$ cat src/rtl/receipt_totalizer.sv
// Receipt totalizer: accumulates calculator line results into a saturating subtotal and
// presents a discounted receipt on checkout, held until the consumer accepts it.
//
//   state      | meaning
//   -----------+-------------------------------------------------------------
//   ST_OPEN    | accepting lines; checkout closes the receipt
//   ST_SETTLE  | one cycle: apply discount, latch receipt outputs
//   ST_PRESENT | receipt_valid high, outputs held until receipt_ready
module receipt_totalizer (
   input  logic        clk,
   input  logic        reset_n,
   input  logic        line_valid,
   input  logic [15:0] line_total_in_cents,
   input  logic        line_err,
   output logic        line_ready,
   input  logic        checkout,
   output logic        receipt_valid,
   input  logic        receipt_ready,
   output logic [19:0] receipt_total_in_cents,
   output logic [7:0]  receipt_lines,
   output logic [7:0]  receipt_errs,
   output logic        receipt_sat
);

   typedef enum logic [1:0] {
      ST_OPEN    = 2'd0,
      ST_SETTLE  = 2'd1,
      ST_PRESENT = 2'd2
   } state_t;

   localparam logic [19:0] SUB_MAX     = 20'hFFFFF;
   localparam logic [19:0] DISC_THRESH = 20'd10000;
   localparam logic [19:0] DISC_AMT    = 20'd500;
   localparam logic [7:0]  CNT_MAX     = 8'hFF;

   state_t      state_q, state_d;
   logic [19:0] subtotal_q, subtotal_d;
   logic [7:0]  lines_q, lines_d;
   logic [7:0]  errs_q, errs_d;
   logic        sat_q, sat_d;
   logic [19:0] rtotal_q, rtotal_d;
   logic [7:0]  rlines_q, rlines_d;
   logic [7:0]  rerrs_q, rerrs_d;
   logic        rsat_q, rsat_d;

   logic [20:0] sum;

   assign sum = {1'b0, subtotal_q} + {5'd0, line_total_in_cents};

   always_comb begin
      state_d    = state_q;
      subtotal_d = subtotal_q;
      lines_d    = lines_q;
      errs_d     = errs_q;
      sat_d      = sat_q;
      rtotal_d   = rtotal_q;
      rlines_d   = rlines_q;
      rerrs_d    = rerrs_q;
      rsat_d     = rsat_q;

      case (state_q)
         ST_OPEN: begin
            if (line_valid) begin
               if (line_err) begin
                  // unknown-item lines only bump the error count; their amount is not added
                  if (errs_q != CNT_MAX) errs_d = errs_q + 8'd1;
               end else begin
                  if (sum[20]) begin
                     subtotal_d = SUB_MAX;
                     sat_d      = 1'b1;
                  end else begin
                     subtotal_d = sum[19:0];
                  end
                  if (lines_q != CNT_MAX) lines_d = lines_q + 8'd1;
               end
            end
            if (checkout) state_d = ST_SETTLE;
         end
         ST_SETTLE: begin
            rtotal_d = (subtotal_q >= DISC_THRESH) ? (subtotal_q - DISC_AMT) : subtotal_q;
            rlines_d = lines_q;
            rerrs_d  = errs_q;
            rsat_d   = sat_q;
            state_d  = ST_PRESENT;
         end
         ST_PRESENT: begin
            if (receipt_ready) begin
               state_d    = ST_OPEN;
               subtotal_d = 20'd0;
               lines_d    = 8'd0;
               errs_d     = 8'd0;
               sat_d      = 1'b0;
            end
         end
         default: state_d = ST_OPEN;
      endcase
   end

   always_ff @(posedge clk) begin
      if (!reset_n) begin
         state_q    <= ST_OPEN;
         subtotal_q <= 20'd0;
         lines_q    <= 8'd0;
         errs_q     <= 8'd0;
         sat_q      <= 1'b0;
         rtotal_q   <= 20'd0;
         rlines_q   <= 8'd0;
         rerrs_q    <= 8'd0;
         rsat_q     <= 1'b0;
      end else begin
         state_q    <= state_d;
         subtotal_q <= subtotal_d;
         lines_q    <= lines_d;
         errs_q     <= errs_d;
         sat_q      <= sat_d;
         rtotal_q   <= rtotal_d;
         rlines_q   <= rlines_d;
         rerrs_q    <= rerrs_d;
         rsat_q     <= rsat_d;
      end
   end

   assign line_ready             = (state_q == ST_OPEN);
   assign receipt_valid          = (state_q == ST_PRESENT);
   assign receipt_total_in_cents = rtotal_q;
   assign receipt_lines          = rlines_q;
   assign receipt_errs           = rerrs_q;
   assign receipt_sat            = rsat_q;

endmodule
$ cat config.mk
export PLATFORM = sky130hd
export DESIGN_NAME = receipt_totalizer
export DESIGN_NICKNAME = d
export VERILOG_FILES = /design/src/rtl/receipt_totalizer.sv
export SDC_FILE = /design/constraint.sdc
export NUM_CORES = 1
export LEC_CHECK = 0
export ABC_AREA = 0
export CORE_AREA = 5 5 106 98
export CTS_CLUSTER_DIAMETER = 200
export CTS_CLUSTER_SIZE = 16
export DETAILED_ROUTE_END_ITERATION = 7
export DIE_AREA = 0 0 111 103
export PLACE_DENSITY = 0.68
export SYNTH_ARGS = -nofsm -noshare
export SYNTH_HDL_FRONTEND = slang
export SYNTH_SLANG_ARGS = --single-unit
export TNS_END_PERCENT = 20
$ cat constraint.sdc
create_clock -name clk -period 7.75 [get_ports clk]
set_input_delay 2.325 -clock clk [delete_from_list [all_inputs] [get_ports clk]]
set_output_delay 2.325 -clock clk [all_outputs]
set_load 0.02 [all_outputs]
==> impl_metrics.json <==
{
  "multi_input_comb_area_mm2": 0.00242,
  "place_inst": 665,
  "crit_path_max_incr_delay_ns": 0.40,
  "synth_top_area_share": 0.377,
  "crit_path_top_delay_cell": "clkdlybuf4s50_1",
  "synthTopCellsByArea": "dfxtp_1 (38%), nand2_1 (7.0%), a21oi_1 (6.4%)",
  "fmax_mhz": 198,
  "seqCellArea_mm2": 0.00152,
  "period_needed_ns": 5.04,
  "drt_first_pass_iters": 4,
  "antenna_found_initial": 0,
  "tns_ns": 0,
  "drtIter0Drc": 109,
  "clock_latency_ns": 0.35,
  "die_w_um": 111,
  "grt_usage": 0.171,
  "worstPathMaxFanout": 14,
  "n_antenna_cell": 0,
  "hold_violations": 0,
  "row_count": 34,
  "max-clock-path-buffers": 2,
  "viasPerCell": 5.31,
  "cp_data_arrival_time_ns": 5.26,
  "r2r.worst_path.cells": 9,
  "cts_setup_buffers": 0,
  "wl_um": 9530,
  "cts_tree": "built",
  "grt_pass1_vias": 3482,
  "ios": 61,
  "wl_per_cell_um": 14.0,
  "layout.cells.most_common": "dfxtp_1",
  "final_cells": 680,
  "ant_nets": 0,
  "ys_seq_elements": 76,
  "cp-end-kind": "flip-flop",
  "cts_made_buffers": 9,
  "grt_start_max_net_pins": 53,
  "gp_congestion": 0.920,
  "grt_pass1_wl_um": 16100,
  "areaGrowthSynthToFinish_pct": 23.0,
  "coreArea_mm2": 0.00932,
  "hp-start": "receipt_errs[1]",
  "final_nets": 593,
  "setup_viol": 0,
  "yosys.area.top_type": "dfxtp_1",
  "drc": 0,
  "slew_headroom": 0.231,
  "critical_path_class": "primary input to flip-flop",
  "synth_cell_types": 58,
  "min_to": "receipt_errs[1]",
  "cp_top_family": "compound AO/OA/AOI/OAI gates",
  "htreeDepth": 3,
  "r2r-end": "subtotal_q[17]",
  "min_period_over_period": 0.650,
  "whs_path_depth": 2,
  "worst-path-buf-inv": 1,
  "synth_edf_count": 0,
  "r2r_slack_ns": 4.77,
  "max_cap_viol_count": 0,
  "drive_gt1_frac": 0.0469,
  "power.density_mw_per_mm2": 199,
  "cp_cell_sequence": "clkdlybuf4s50_1 > ha_1 > fa_1 > a21o_1 > a221oi_2 > o21ai_1 > a2111oi_4 > nor2_1 > and4b_1 > nor3_1",
  "cp-start-kind": "primary input",
  "syn-num-nets": 539,
  "power.leakage_nw": 1.84,
  "synthFlopType": "dfxtp_1",
  "drv_slew": 0,
  "rr_startpoint": "subtotal_q[0]",
  "ys_seq_area_frac": 0.377,
  "cts_hold_buf": 0,
  "clock_skew_ns": 0.00650,
  "synthCells": 496,
  "io_buffers": 60,
  "gr-total-overflow": 0,
  "status": "complete, no violations",
  "cts.root.buffer_cell": "clkbuf_8",
  "fillers": 900,
  "hold_path.class": "flip-flop to flip-flop",
  "avgSynthCellArea_um2": 8.14,
  "dp.final_hpwl_um": 6930,
  "dieArea_mm2": 0.0114,
  "worst_pin_slew_ns": 1.15,
  "worst_ep_required_time_ns": 7.97,
  "rsz0062_at_grt": "no",
  "die_y_um": 103,
  "peakVddDrop_v": 0.000114,
  "async_flop_share": 0,
  "yosys_warnings": 0,
  "final_cell_mix": "dfxtp_1 (76), nand2_1 (75), clkdlybuf4s50_1 (60)",
  "post_cts_resized": 0,
  "clk_pin_slew_worst_paths_ns": 0.08,
  "netlist_area_mm2": 0.00404,
  "initial_core_util": 0.434,
  "cts_sinks": 76,
  "num_vias": 3609
}
-- worst max-delay path by stage --
| stage | slack, ns | cells after the start | endpoint | start |
|---|---|---|---|---|
| after floorplan | 3.16 | 10 | subtotal_q[5] | line_total_in_cents[0] |
| after global placement | 2.39 | 10 | subtotal_q[17] | line_total_in_cents[0] |
| after detailed placement | 2.33 | 10 | subtotal_q[17] | line_total_in_cents[0] |
| after CTS | 2.69 | 10 | subtotal_q[17] | line_total_in_cents[0] |
| after global routing | 2.48 | 10 | subtotal_q[17] | line_total_in_cents[0] |
| final | 2.71 | 10 | subtotal_q[17] | line_total_in_cents[0] |
-- worst min-delay path: stages, from the launching register on --
cell and delay, ns:
dfxtp_1 0.31, nand2_1 0.05, a21oi_1 0.05
-- routing by layer --
metal / track usage / part of all wire / vias to the layer above
met4: 0.0682 / 0.012 / 0
met3: 0.0452 / 0.049 / 14
met1: 0.214 / 0.47 / 1655
met5: 0 / 0 / -
li1: - / - / 1864
met2: 0.284 / 0.47 / 76
-- synthesized netlist by cell type, drive strengths merged (4+ instances only) --
master  count
o21ai      30
a211oi     16
and3        8
buf         4
xor2       14
nand2      75
nand4       7
nand2b      5
a21oi      53
dfxtp      76
inv         8
nand3      12
nor2b       4
and4        4
a21o       10
or3         5
nor3       10
clkbuf     14
nor2       59
ha         20
xnor2      21
-- cell type report --
cell class / count / area share
inverter: 8 / 0.00605
clock buffer: 11 / 0.0265
timing repair buffer: 61 / 0.122
clock inverter: 4 / 0.0199
tap: 126 / 0.0317
multi-input combinational: 394 / 0.487
sequential: 76 / 0.306
-- state kept, by name (all words and copies together) (netlist names) --
register,count
receipt_total_in_cents,20
subtotal_q,20
errs_q,8
lines_q,8
receipt_errs,8
receipt_lines,8
state_q,2
receipt_sat,1
sat_q,1
-- cells by family after synthesis --
| kind of cell | share of synthesized area |
|---|---|
| compound gates | 0.211 |
| flops | 0.377 |
| fa+ha+maj | 0.0669 |
| simple gates | 0.236 |
| mux | 0.00744 |
| xor+xnor | 0.0759 |
| buf+inv | 0.0263 |
-- where the power goes --
group	switching, W	leakage (nW)	internal, W
logic	0.000115	1.11	0.0000913
registers	0.0000203	0.617	0.000407
clock network	0.000140	0.114	0.000213
-- per-stage QoR --
step           setup slack [ns]  utilization  hold WS [ns]  power, W  instance area (µm²)
2_1_floorplan              3.16            -         0.432  0.000580                 4040
5_1_grt                    2.48        0.533         0.478   0.00104                 4970
3_3_place_gp               2.39        0.508         0.442  0.000639                 4740
4_1_cts                    2.69        0.533         0.457  0.000999                 4970
3_5_place_dp               2.33        0.508         0.446  0.000642                 4740
6_report                   2.71        0.533         0.454  0.000987                 4970
(Power assumes the default switching activity.)
